--- src/rtl/wb_bus_initiator.sv ---
// Single-transfer Wishbone classic initiator with a bounded wait for the slave ack.
// Build option WB_INIT_READ_MASK_EN zeroes unselected byte lanes of captured read data.
module wb_bus_initiator #(
    parameter int TIMEOUT_CYCLES = 255
) (
    input  logic        wb_clk_i,
    input  logic        wb_rst_i,
    input  logic        req_read_i,
    input  logic        req_write_i,
    input  logic [31:0] req_adr_i,
    input  logic [31:0] req_dat_i,
    input  logic [3:0]  req_sel_i,
    output logic        req_busy_o,
    output logic        req_done_o,
    output logic        req_err_o,
    output logic [31:0] req_dat_o,
    output logic [31:0] wbm_adr_o,
    output logic [31:0] wbm_dat_o,
    output logic [3:0]  wbm_sel_o,
    output logic        wbm_we_o,
    output logic        wbm_stb_o,
    output logic        wbm_cyc_o,
    input  logic        wbm_ack_i,
    input  logic [31:0] wbm_dat_i
);

    localparam int CW = (TIMEOUT_CYCLES > 0) ? $clog2(TIMEOUT_CYCLES + 1) : 1;
    localparam logic [CW-1:0] CNT_LAST = (TIMEOUT_CYCLES > 0) ? CW'(TIMEOUT_CYCLES - 1) : '0;
    localparam logic [CW-1:0] CNT_MAX  = '1;

    typedef enum logic {ST_IDLE, ST_BUS} state_t;

    state_t      r_state, w_state_nxt;
    logic [CW-1:0] r_cnt, w_cnt_nxt;
    logic        r_cyc, w_cyc_nxt;
    logic        r_we, w_we_nxt;
    logic [31:0] r_adr, w_adr_nxt;
    logic [31:0] r_wdat, w_wdat_nxt;
    logic [3:0]  r_sel, w_sel_nxt;
    logic        r_done, w_done_nxt;
    logic        r_err, w_err_nxt;
    logic [31:0] r_rdat, w_rdat_nxt;
    logic        w_req;
    logic        w_timeout;
    logic [31:0] w_rd_capture;

    assign w_req = req_write_i | req_read_i;
    // The abort fires on the edge that would bring the count up to TIMEOUT_CYCLES.
    assign w_timeout = (TIMEOUT_CYCLES != 0) && !wbm_ack_i && (r_cnt == CNT_LAST);

`ifdef WB_INIT_READ_MASK_EN
    assign w_rd_capture = wbm_dat_i & {{8{r_sel[3]}}, {8{r_sel[2]}}, {8{r_sel[1]}}, {8{r_sel[0]}}};
`else
    assign w_rd_capture = wbm_dat_i;
`endif

    always_ff @(posedge wb_clk_i or posedge wb_rst_i) begin
        if (wb_rst_i) begin
            r_state <= ST_IDLE;
            r_cnt   <= '0;
            r_cyc   <= 1'b0;
            r_we    <= 1'b0;
            r_adr   <= '0;
            r_wdat  <= '0;
            r_sel   <= '0;
            r_done  <= 1'b0;
            r_err   <= 1'b0;
            r_rdat  <= '0;
        end else begin
            r_state <= w_state_nxt;
            r_cnt   <= w_cnt_nxt;
            r_cyc   <= w_cyc_nxt;
            r_we    <= w_we_nxt;
            r_adr   <= w_adr_nxt;
            r_wdat  <= w_wdat_nxt;
            r_sel   <= w_sel_nxt;
            r_done  <= w_done_nxt;
            r_err   <= w_err_nxt;
            r_rdat  <= w_rdat_nxt;
        end
    end

    always_comb begin
        w_state_nxt = r_state;
        case (r_state)
            ST_IDLE: if (w_req) w_state_nxt = ST_BUS;
            ST_BUS:  if (wbm_ack_i || w_timeout) w_state_nxt = ST_IDLE;
            default: w_state_nxt = ST_IDLE;
        endcase
    end

    always_comb begin
        w_cnt_nxt  = r_cnt;
        w_cyc_nxt  = r_cyc;
        w_we_nxt   = r_we;
        w_adr_nxt  = r_adr;
        w_wdat_nxt = r_wdat;
        w_sel_nxt  = r_sel;
        w_done_nxt = 1'b0;
        w_err_nxt  = 1'b0;
        w_rdat_nxt = r_rdat;
        case (r_state)
            ST_IDLE: begin
                // Write has priority when both requests arrive together.
                if (w_req) begin
                    w_cyc_nxt  = 1'b1;
                    w_we_nxt   = req_write_i;
                    w_adr_nxt  = req_adr_i & 32'hFFFF_FFFC;
                    w_wdat_nxt = req_write_i ? req_dat_i : 32'h0;
                    w_sel_nxt  = req_sel_i;
                    w_cnt_nxt  = '0;
                end
            end
            ST_BUS: begin
                if (wbm_ack_i) begin
                    w_cyc_nxt  = 1'b0;
                    w_we_nxt   = 1'b0;
                    w_done_nxt = 1'b1;
                    if (!r_we) w_rdat_nxt = w_rd_capture;
                end else begin
                    if (r_cnt != CNT_MAX) w_cnt_nxt = r_cnt + 1'b1;
                    if (w_timeout) begin
                        w_cyc_nxt  = 1'b0;
                        w_we_nxt   = 1'b0;
                        w_done_nxt = 1'b1;
                        w_err_nxt  = 1'b1;
                    end
                end
            end
            default: ;
        endcase
    end

    assign req_busy_o = (r_state == ST_BUS);
    assign req_done_o = r_done;
    assign req_err_o  = r_err;
    assign req_dat_o  = r_rdat;
    assign wbm_adr_o  = r_adr;
    assign wbm_dat_o  = r_wdat;
    assign wbm_sel_o  = r_sel;
    assign wbm_we_o   = r_we;
    assign wbm_stb_o  = r_cyc;
    assign wbm_cyc_o  = r_cyc;

endmodule

--- config.mk ---
export PLATFORM = sky130hd
export DESIGN_NAME = wb_bus_initiator
export DESIGN_NICKNAME = d
export VERILOG_FILES = /design/src/rtl/wb_bus_initiator.sv
export SDC_FILE = /design/constraint.sdc
export NUM_CORES = 1
export LEC_CHECK = 0
export ABC_AREA = 1
export BUFFER_PORTS_ARGS = -buffer_cell sky130_fd_sc_hd__buf_4
export CELL_PAD_IN_SITES_DETAIL_PLACEMENT = 1
export CELL_PAD_IN_SITES_GLOBAL_PLACEMENT = 2
export CORE_UTILIZATION = 28
export DETAILED_ROUTE_END_ITERATION = 7
export HOLD_SLACK_MARGIN = 0.06
export PLACE_DENSITY_LB_ADDON = 0.1
export SETUP_SLACK_MARGIN = 0.05
export SLEW_MARGIN = 20
export SYNTH_ARGS = -nofsm -noshare
export SYNTH_HDL_FRONTEND = slang
export SYNTH_SLANG_ARGS = --single-unit
export TNS_END_PERCENT = 1
--- constraint.sdc ---
create_clock -name wb_clk_i -period 5.4 [get_ports wb_clk_i]
set_clock_uncertainty 0.1 [all_clocks]
set_input_delay 1.35 -clock wb_clk_i [delete_from_list [all_inputs] [get_ports wb_clk_i]]
set_output_delay 1.35 -clock wb_clk_i [all_outputs]
set_load 0.005 [all_outputs]
==> results.rst, run 1 <==
.. list-table::
   :header-rows: 1

   * - Metric
     - Value
   * - Status
     - finished clean
   * - Peak ir drop on the vdd network
     - 0.000178 V
   * - Number of H-tree branching levels
     - 3
   * - Portion of synthesized cell area occupied by the leading cell type
     - between 60% and 70%
   * - Iter 0 DRT Violations
     - 107
   * - Final Total Pwr
     - 0.00310 W
   * - Average size of a mapped cell
     - 11.8 um^2
   * - Category of the most critical setup path
     - in2reg
   * - Count of input and output buffers
     - 206
   * - Number of buffers between clock root and the deepest sink
     - 2
   * - Number of max-cap violations
     - 0
   * - Most frequently used cell type in the post-synthesis netlist
     - sky130_fd_sc_hd__nand2_1
   * - Largest delay share family, worst path
     - buffers and inverters
   * - Sequential area share after synthesis
     - between 60 and 70%
   * - Slowest cell on the critical path
     - sky130_fd_sc_hd__clkinv_1
   * - Max-slew headroom
     - 28.2%
   * - DRC violations left
     - 0
   * - Crit path buf inv count
     - 2
   * - Number of hold-repair buffers added at the cts stage
     - 0
   * - Filler Cell Count
     - 1,705
   * - Clk pin slew, worst setup/hold paths
     - 0.07 ns
   * - Share of flip-flops with an asynchronous set or reset after synthesis
     - 100%
   * - Synth warnings
     - 0
   * - Detailed placement HPWL
     - 8880 um
   * - Final count of hold timing violations
     - 0
   * - Netlist area before placement
     - 4410 um^2
   * - Tcrit/Tclk final
     - 49.8%
   * - Detailed Route WL
     - roughly 13,000 um
   * - Routed vias
     - approximately 3,400
   * - Die outline width
     - 127 um
   * - Via count of the first global-routing pass
     - about 3,700
   * - Top-level port count
     - 211
   * - Number of distinct library cells after synthesis
     - 27
   * - Startpoint Class
     - input pin
   * - Number of buffers created by CTS
     - 9
   * - Main area contributors after synthesis
     - sky130_fd_sc_hd__dfrtp_1 (63%), sky130_fd_sc_hd__nand2_1 (11%), sky130_fd_sc_hd__mux2_4 (10%)
   * - Number of synthesized flops with an enable pin
     - 0
   * - Critical Path End Type
     - flop
   * - Static Leakage
     - ~3.4 nW
   * - Worst endpoint required time
     - 5.53 ns
   * - Number of nets at the end of the flow
     - 682
   * - Aggregate global routing overflow
     - 0
   * - Endpoints failing setup
     - 0
   * - Pin count of the biggest net entering global routing
     - 71
   * - Overall routing resource usage
     - 16.6%
   * - Max-slew violation total from the final report
     - 0
   * - Register bit total from synthesis
     - 111
   * - Final GP Congestion
     - 0.721
   * - Row count
     - 45
   * - Data arrival time of the critical path
     - 2.82 ns
   * - Initial antenna violation count
     - 0
   * - Instance count of the mapped netlist
     - about 370
   * - Number of optimization iterations in the first detailed-route pass
     - 4
   * - Global-route wire length before repair
     - 20,600 um
   * - Slew of the pin with the lowest slew margin
     - 1.07 ns
   * - Initial Utilization
     - 28.9%
   * - Average wire per standard cell
     - around 16 um
   * - CTS tree
     - done
   * - FMAX
     - 0.372 GHz
   * - Vert. Die Dim
     - 127 um
   * - Clock insertion delay at the later pin of the skew report
     - around 0.35 ns
   * - Post-CTS sizing
     - 0
   * - Post-CTS setup repair buffer count
     - 0
   * - Area growth from synthesis to layout
     - 46.1%
   * - Core area
     - 15,300 um^2
   * - TritonCTS Sinks
     - between 100 and 150
   * - Worst hold path class
     - reg2reg
   * - Maximum fanout along the worst path
     - 33
   * - Most used DFF post-synth
     - sky130_fd_sc_hd__dfrtp_1
   * - Power per standard cell area
     - between 400 and 500 nW/um^2
   * - Remaining number of nets flagged by the antenna check after routing
     - 0
   * - Most common library cells after synthesis
     - sky130_fd_sc_hd__nand2_1 (134), sky130_fd_sc_hd__dfrtp_1 (111), sky130_fd_sc_hd__a22o_1 (32)
   * - Leading area contributor after synthesis
     - sky130_fd_sc_hd__dfrtp_1
   * - Cells along the critical path
     - buf_4 > nand2_1 > clkinv_1 > a22o_1
   * - Area of the die
     - about 16,000 um^2
   * - Setup repair after global routing missed its margin
     - no
   * - Via-per-instance ratio
     - 4.35
   * - Cell at the root of the clock tree
     - sky130_fd_sc_hd__clkbuf_16
   * - Post-route minimum period
     - 2.69 ns
   * - Setup TNS after final layout
     - 0 ns
   * - Fraction of final layout cells with drive strength greater than 1
     - 45.3%
   * - Antenna fix cells
     - 0
   * - Slowest stage delay, CP
     - 0.78 ns
## sequential cells by signal, indices dropped and copies added (netlist names)
| signal | flops |
|---|---|
| req_dat_o | 32 |
| wbm_dat_o | 32 |
| wbm_adr_o | 30 |
| r_cnt | 8 |
| wbm_sel_o | 4 |
| req_busy_o | 1 |
| req_done_o | 1 |
| req_err_o | 1 |
| wbm_cyc_o | 1 |
| wbm_we_o | 1 |
## kinds of logic (layout without fill, tap and decap cells)
| group | Yosys count | count (layout) | share of synthesized area, % |
|---|---|---|---|
| mux | 32 | 32 | 10.7 |
| fa+ha+maj | 2 | 2 | 0.568 |
| xor+xnor | 1 | 1 | 0.199 |
| other cells | 1 | 2 | 0.0851 |
| simple gates | 156 | 156 | 13.9 |
| compound gates | 42 | 42 | 7.72 |
| buf+inv | 29 | 234 | 3.69 |
| flops | 111 | 111 | 63.1 |
## through the flow
step	area (um^2)	cells	hold WS (ns)	util, %	setup WS, ns
after floorplan	4410	375	0.372	-	1.02
after global placement	6120	775	0.364	40.1	2.45
after detailed placement	6120	775	0.368	40.1	2.45
after CTS	6440	791	0.388	42.2	2.84
after global routing	6440	791	0.406	42.2	2.57
final	6440	791	0.380	42.2	2.71
## placed cells by master (no fill, tap or decap), types with 3 or more instances in the layout
cell type                   synthesis  routed
sky130_fd_sc_hd__o21ai_0            5       5
sky130_fd_sc_hd__a22o_1            32      32
sky130_fd_sc_hd__clkbuf_16          0       9
sky130_fd_sc_hd__nand2_1          134     134
sky130_fd_sc_hd__dfrtp_1          111     111
sky130_fd_sc_hd__buf_4              4     209
sky130_fd_sc_hd__mux2_4            30      30
sky130_fd_sc_hd__inv_1              7       5
sky130_fd_sc_hd__nand3_1            7       7
sky130_fd_sc_hd__nor2_1             8       8
sky130_fd_sc_hd__clkinv_2           0       3
## tightest hold or removal path, stage by stage (launching register included)
cell	delay (ns)
sky130_fd_sc_hd__dfrtp_1	0.34
sky130_fd_sc_hd__nand2_1	0.05
sky130_fd_sc_hd__nand2_1	0.05
## power by group
part           total, W  internal (W)  leakage, nW  switching, W
combinational   0.00108      0.000664         1.89      0.000415
sequential      0.00131       0.00112         1.37      0.000181
clock          0.000715      0.000406        0.157      0.000308
## cell type report
type / instances / area (um^2) / share of cell area [%]
flip-flops and latches: 111 / 2780 / 43.2
repair buffers: 209 / 1570 / 24.4
multi-input cells: 235 / 1480 / 22.9
well taps: 211 / 264 / 4.10
clock buffers: 10 / 229 / 3.56
clock inverters: 6 / 83.8 / 1.30
inverters: 9 / 36.3 / 0.564
## routing by layer
| layer | track usage, % | up-vias | share of wire, % | routed length (um) |
|---|---|---|---|---|
| met1 | 20.7 | 1658 | 43 | 5410 |
| li1 | - | 1624 | - | - |
| met3 | 6.57 | 11 | 10 | 1280 |
| met2 | 26.1 | 148 | 46 | 5820 |
| met4 | 5.88 | 0 | 1.4 | 183 |
| met5 | 0 | - | 0 | 0 |
## worst paths after layout
path                                 end  slack, ns          from  cells after the start
min reg2reg                 wbm_adr_o[7]       0.38  wbm_adr_o[7]                      2
min                         wbm_adr_o[7]       0.38  wbm_adr_o[7]                      2
min in group asynchronous  req_dat_o[21]       0.96      wb_rst_i                      2
max in group asynchronous   wbm_dat_o[2]       3.29      wb_rst_i                      3
max                        wbm_dat_o[29]       2.71   req_write_i                      4
max reg2reg                wbm_dat_o[29]       3.14    req_busy_o                      4
Power figures use the tool's default switching activity.
==> inputs of run 2 (changes only) <==
- CORE_UTILIZATION: 28 -> 25
- clock period: 5.4 -> 2.2 ns (I/O delays scaled with it)
==> results.rst, run 2 (same netlist as run 1, synthesis figures left out) <==
.. list-table::
   :header-rows: 1

   * - Metric
     - Value
   * - Post-route minimum period
     - 1.77 ns
   * - Setup repair after global routing missed its margin
     - no
   * - Max-slew violation total from the final report
     - 0 (unchanged)
   * - Number of optimization iterations in the first detailed-route pass
     - 4 (unchanged)
   * - Initial Utilization
     - 25.6% (-3.3 points)
   * - Data arrival time of the critical path
     - 1.88 ns (-0.94 ns)
   * - Cell area after layout
     - 6520 um^2 (+1.3%)
   * - Number of buffers created by CTS
     - 9 (unchanged)
   * - Number of H-tree branching levels
     - 3 (unchanged)
   * - Overall routing resource usage
     - 14.8% (-1.8 points)
   * - Startpoint Class
     - flop
   * - Most common cell after layout, fill and taps aside
     - sky130_fd_sc_hd__buf_4
   * - Post-CTS sizing
     - 0 (unchanged)
   * - Internal Dissipation
     - 0.00525 W (+140%)
   * - Worst hold path class
     - in2async
   * - Peak ir drop on the vdd network
     - 0.000429 V (+140%)
   * - Clk pin slew, worst setup/hold paths
     - 0.08 ns (about the same)
   * - Detailed Route WL
     - 12,900 um (+1.7%)
   * - Cells along the critical path
     - ha_1 > nand2_1 > nor2_1 > nand2_1 > a21oi_2 > o21ai_0
   * - Maximum fanout along the worst path
     - 11 (-67%)
   * - Number of hold-repair buffers added at the cts stage
     - 0 (unchanged)
   * - Aggregate global routing overflow
     - 0 (unchanged)
   * - Number of nets at the end of the flow
     - 690 (+1.2%)
   * - Static Leakage
     - 3.46 nW (+1.0%)
   * - Average wire per standard cell
     - 15.9 um (-1.0%)
   * - Reg2Reg Setup Slack
     - 0.43 ns (-2.71 ns)
   * - TritonCTS Sinks
     - 111 (unchanged)
   * - Via-per-instance ratio
     - 4.29 (-1.3%)
   * - FMAX
     - roughly 0.57 GHz
   * - Endpoints failing setup
     - 0 (unchanged)
   * - Slew of the pin with the lowest slew margin
     - 0.605 ns (-0.469 ns)
   * - Final GP Congestion
     - 0.728 (+0.96%)
   * - Area of the die
     - 18,200 um^2 (+12%)
   * - Global-route wire length before repair
     - 20,800 um (+1.1%)
   * - Fraction of power consumed by combinational cells
     - 36.1% (+1.3 points)
   * - Final count of hold timing violations
     - 0 (unchanged)
   * - Clock insertion delay at the later pin of the skew report
     - 0.35 ns (about the same)
   * - Iter 0 DRT Violations
     - 92 (-14%)
   * - Worst endpoint required time
     - 2.31 ns (-3.22 ns)
   * - Fraction of final layout cells with drive strength greater than 1
     - 46.3% (+0.91 points)
   * - Worst hold slack
     - 0.288 ns (-0.0920 ns)
   * - CP most frequent cell
     - sky130_fd_sc_hd__nand2_1
   * - Crit Reg-Reg Endpoint
     - r_cnt[6]
   * - Initial antenna violation count
     - 0 (unchanged)
   * - Slowest stage delay, CP
     - 0.45 ns (-0.33 ns)
   * - Status
     - finished clean
   * - Routed vias
     - 3,491 (+1.5%)
   * - Post-CTS setup repair buffer count
     - 0 (unchanged)
   * - Top-level port count
     - 211 (unchanged)
   * - CTS tree
     - done
   * - Most used cells in the layout excluding fill and tap cells
     - sky130_fd_sc_hd__buf_4 (215), sky130_fd_sc_hd__nand2_1 (134), sky130_fd_sc_hd__dfrtp_1 (111), sky130_fd_sc_hd__a22o_1 (32), sky130_fd_sc_hd__mux2_4 (30)
   * - Standard cell area after detailed placement
     - 6230 um^2 (+1.7%)
   * - Category of the most critical setup path
     - reg2reg
   * - Tcrit/Tclk final
     - 80.4%
   * - Core area
     - 17,200 um^2 (+13%)
   * - Number of buffers between clock root and the deepest sink
     - 2 (unchanged)
   * - Remaining number of nets flagged by the antenna check after routing
     - 0 (unchanged)
   * - Number of max-cap violations
     - 0 (unchanged)
   * - Reg power frac
     - 42.3% (+0.2 points)
   * - Critical Path End Type
     - flop
   * - Pin count of the biggest net entering global routing
     - 112 (+58%)
   * - Die outline width
     - 135 um (+5.7%)
   * - Switching power as a share of total power
     - 30.3% (+1.1 points)
   * - Net switching power of the design
     - 0.00228 W (+150%)
   * - Power per standard cell area
     - 1150 nW/um^2 (+140%)
   * - Setup TNS after final layout
     - 0 ns (unchanged)
   * - Vert. Die Dim
     - 135 um (+5.7%)
   * - Detailed placement HPWL
     - 9140 um (+2.9%)
   * - Worst r2r path cells
     - 6 (+2)
   * - Count of input and output buffers
     - 206 (unchanged)
   * - Area growth from synthesis to layout
     - 48.0%
   * - DRC violations left
     - 0 (unchanged)
   * - Via count of the first global-routing pass
     - 3,766 (+1.9%)
   * - Antenna fix cells
     - 0 (unchanged)
   * - Row count
     - 48 (+6.7%)
   * - Max-slew headroom
     - 59.7% (+31 points)
   * - Slowest cell on the critical path
     - sky130_fd_sc_hd__a21oi_2
   * - Cell at the root of the clock tree
     - sky130_fd_sc_hd__clkbuf_16
   * - Startpoint of the lowest-slack register-to-register path
     - r_cnt[0]
   * - Clock network fraction of total power
     - 21.6% (-1.5 points)
   * - Utilization after layout
     - 37.8% (-4.4 points)
## run 2: cell types whose count changed in the layout (fill, tap and decap cells not counted), sizes merged
cell      delta
clkinvlp     +2
bufinv       -2
inv          +1
clkinv       -1
buf          +8
## run 2: how the worst max path moves through the flow
stage           startpoint             to  slack (ns)  depth (start not counted)
2_1_floorplan     wb_rst_i       r_cnt[0]        0.21                          1
3_3_place_gp   req_write_i       r_cnt[6]        0.42                          5
3_5_place_dp   req_write_i  wbm_adr_o[31]        0.38                          6
4_1_cts           r_cnt[0]       r_cnt[6]        0.40                          6
5_1_grt           r_cnt[0]       r_cnt[6]        0.15                          6
6_report          r_cnt[0]       r_cnt[6]        0.43                          6
## run 2: final cells by class
type / count / area [um^2]
multi-input combinational: 235 / 1480
clock inverter: 6 / 53.8
sequential: 111 / 2780
fill: 1911 / 10700
tap: 225 / 282
clock buffer: 10 / 239
timing repair buffer: 217 / 1650
inverter: 9 / 37.5
## run 2: metrics by stage
stage | setup WS [ns] | power [W] | instances
floorplan | 0.207 | 0.00437 | 375
global placement | 0.420 | 0.00591 | 797
detailed placement | 0.378 | 0.00599 | 797
CTS | 0.399 | 0.00768 | 813
global route | 0.149 | 0.00809 | 813
finish | 0.432 | 0.00752 | 813
## run 2: power by group through the flow
stage          combinational [W]  sequential, W  clock, W
6_report                 0.00272        0.00319   0.00162
5_1_grt                  0.00302        0.00329   0.00178
3_3_place_gp             0.00273        0.00318         0
4_1_cts                  0.00278        0.00319   0.00170
3_5_place_dp             0.00276        0.00322         0
2_1_floorplan            0.00113        0.00324         0
## run 2: metal layers
metal,track usage (%),share of wire (%),vias up
li1,-,-,1650
met2,22.9,45,149
met3,5.52,9.4,9
met5,0,0,-
met1,19.3,45,1683
met4,3.93,1.0,0
## run 2: critical path: cells and delay by family (launching register included)
kind	cells	cell delay, ns
compound gates	2	0.62
fa+ha+maj	1	0.19
flops	1	0.41
simple gates	3	0.31
==> inputs of run 3 (changes only) <==
- clock period: 2.2 -> 1.57 ns (I/O delays scaled with it)
==> results.rst, run 3 (same netlist as run 1, synthesis figures left out) <==
.. list-table::
   :header-rows: 1

   * - Metric
     - Value
   * - Area of the die
     - 18,200 um^2 (unchanged)
   * - Overall routing resource usage
     - 14.6% (-0.21 points)
   * - Antenna fix cells
     - 0 (unchanged)
   * - Most used cells in the layout excluding fill and tap cells
     - sky130_fd_sc_hd__buf_4 (216), sky130_fd_sc_hd__nand2_1 (129), sky130_fd_sc_hd__dfrtp_1 (110), sky130_fd_sc_hd__a22o_1 (32), sky130_fd_sc_hd__mux2_4 (30)
   * - FMAX
     - 0.667 GHz (+18%)
   * - Endpoints failing setup
     - 0 (unchanged)
   * - Number of buffers between clock root and the deepest sink
     - 2 (unchanged)
   * - Iter 0 DRT Violations
     - 124 (+35%)
   * - Cell area after layout
     - 6700 um^2 (+2.7%)
   * - Number of max-cap violations
     - 0 (unchanged)
   * - Worst endpoint required time
     - 1.71 ns (-0.60 ns)
   * - Static Leakage
     - 3.54 nW (+2.3%)
   * - Count of input and output buffers
     - 206 (unchanged)
   * - Crit Reg-Reg Endpoint
     - req_dat_o[23]
   * - Number of optimization iterations in the first detailed-route pass
     - 4 (unchanged)
   * - Tcrit/Tclk final
     - 95.4% (+15 points)
   * - Cell at the root of the clock tree
     - sky130_fd_sc_hd__clkbuf_16
   * - Routed vias
     - 3,470 (-0.60%)
   * - Data arrival time of the critical path
     - 1.64 ns (-0.24 ns)
   * - Cells along the critical path
     - inv_2 > nor2_2 > nand2_2 > buf_12 > mux2_4
   * - Clk pin slew, worst setup/hold paths
     - 0.08 ns (about the same)
   * - GR met3 Demand/Resource
     - 4.54% (-0.98 points)
   * - Worst hold path class
     - in2reg
   * - Hold path cells
     - 3
   * - Global-route wire length before repair
     - 20,100 um (-3.2%)
   * - Utilization after layout
     - 38.9% (+1.0 points)
   * - Initial antenna violation count
     - 0 (unchanged)
   * - Startpoint of the most critical hold path
     - req_adr_i[4]
   * - Final GP Congestion
     - 0.728 (about the same)
   * - Slowest cell on the critical path
     - sky130_fd_sc_hd__dfrtp_1
   * - Status
     - finished clean
   * - Peak ir drop on the vdd network
     - 0.000666 V (+55%)
   * - Vert. Die Dim
     - 135 um (unchanged)
   * - Worst r2r path cells
     - 5 (-1)
   * - Power per standard cell area
     - 1610 nW/um^2 (+40%)
   * - Number of buffers created by CTS
     - 9 (unchanged)
   * - Via count of the first global-routing pass
     - 3,677 (-2.4%)
   * - Maximum fanout along the worst path
     - 25 (+14)
   * - Max-slew violation total from the final report
     - 0 (unchanged)
   * - Crit path buf inv count
     - 2 (+2)
   * - Met2 routing resource usage after global routing
     - 21.4% (-1.5 points)
   * - Detailed placement HPWL
     - 9130 um (-0.15%)
   * - Area growth from synthesis to layout
     - 52.0%
   * - Number of nets at the end of the flow
     - 700 (+1.4%)
   * - TritonCTS Sinks
     - 111 (unchanged)
   * - Row count
     - 48 (unchanged)
   * - Initial Utilization
     - 25.6% (unchanged)
   * - Die outline width
     - 135 um (unchanged)
   * - Standard cell area after detailed placement
     - 6320 um^2 (+1.5%)
   * - Slowest stage delay, CP
     - 0.40 ns (-0.05 ns)
   * - Average wire per standard cell
     - 15.5 um (-2.6%)
   * - Category of the most critical setup path
     - reg2reg
   * - Top-level port count
     - 211 (unchanged)
   * - Critical Path End Type
     - flop
   * - Clock insertion delay at the later pin of the skew report
     - 0.35 ns (about the same)
   * - Hold EP
     - wbm_adr_o[4]
   * - Via-per-instance ratio
     - 4.22 (-1.8%)
   * - Pin count of the biggest net entering global routing
     - 52 (-54%)
   * - Most common cell after layout, fill and taps aside
     - sky130_fd_sc_hd__buf_4
   * - Startpoint Class
     - flop
   * - Detailed Route WL
     - 12,700 um (-1.4%)
   * - CTS tree
     - done
   * - Grt peak-use layer
     - met2
   * - Core area
     - 17,200 um^2 (unchanged)
   * - Grt met1 use
     - 19.8% (+0.53 points)
   * - Reg2Reg Setup Slack
     - 0.07 ns (-0.36 ns)
   * - DRC violations left
     - 0 (unchanged)
   * - Aggregate global routing overflow
     - 0 (unchanged)
   * - Post-route minimum period
     - 1.50 ns (-0.269 ns)
   * - Startpoint of the lowest-slack register-to-register path
     - req_busy_o
   * - Number of H-tree branching levels
     - 3 (unchanged)
   * - Largest delay share family, worst path
     - flip-flops
   * - Setup repair after global routing missed its margin
     - yes
   * - Remaining number of nets flagged by the antenna check after routing
     - 0 (unchanged)
   * - Final count of hold timing violations
     - 0 (unchanged)
   * - Fraction of final layout cells with drive strength greater than 1
     - 48.7% (+2.4 points)
[run 3: changes by cell type in the layout (fill, tap and decap cells not counted), sizes merged]
cell         delta
bufinv          +1
clkinv          -2
buf             +9
clkbuf          -1
inv             +2
dlygate4sd3     +1
[run 3: how the worst max path moves through the flow]
stage	endpoint	startpoint	slack, ns	depth (start not counted)
floorplan	r_cnt[0]	wb_rst_i	-0.27	1
global placement	wbm_we_o	req_write_i	0.09	5
detailed placement	wbm_we_o	req_write_i	0.07	5
CTS	req_busy_o	req_busy_o	0.06	2
global route	r_cnt[7]	r_cnt[0]	-0.04	8
finish	req_dat_o[23]	req_busy_o	0.07	5
[run 3: worst min-delay path, delay by kind of cell]
family,cells,cell delay (ns)
buffers and inverters,1,0.08
and+or+nand+nor,2,0.08
[run 3: final cells by class]
| type | instances | area (um^2) |
|---|---|---|
| Inverter | 9 | 37.5 |
| Multi-Input combinational cell | 235 | 1500 |
| Tap cell | 225 | 282 |
| Timing Repair Buffer | 227 | 1800 |
| Sequential cell | 111 | 2780 |
| Fill cell | 1918 | 10500 |
| Clock buffer | 9 | 225 |
| Clock inverter | 7 | 77.6 |
[run 3: repair_timing]
action                                 4_1_cts  5_1_grt
gates cloned                                 0        0
pin swaps                                    0        5
gates resized for setup                      2       16
setup endpoints to repair                    1       27
hold buffers                                 1        0
setup buffers                                2        1
endpoints found under the hold margin       10        0
[run 3: per-layer routing]
layer,routed length [um],vias to the layer above,part of all wire [%]
li1,-,1663,-
met1,5820,1650,46
met2,5480,146,43
met3,1240,11,9.7
met4,196,0,1.5
met5,0,-,0
[run 3: where the power goes]
group / total (W) / leakage, nW / switching [W] / internal (W)
clock network: 0.00239 / 0.147 / 0.00113 / 0.00126
registers: 0.00445 / 1.37 / 0.000578 / 0.00387
logic: 0.00395 / 2.02 / 0.00150 / 0.00244
total: 0.0108 / 3.54 / 0.00322 / 0.00757
[run 3: stage by stage]
step	std cells	power [W]	setup TNS, ns	hold slack (ns)	setup WS [ns]
3_3_place_gp	803	0.00837	0	0.313	0.0924
4_1_cts	822	0.0110	0	0.108	0.0638
5_1_grt	823	0.0116	-0.245	0.116	-0.0449
2_1_floorplan	375	0.00613	-29.52	0.363	-0.266
6_report	823	0.0108	0	0.125	0.0715
3_5_place_dp	803	0.00844	0	0.314	0.0705
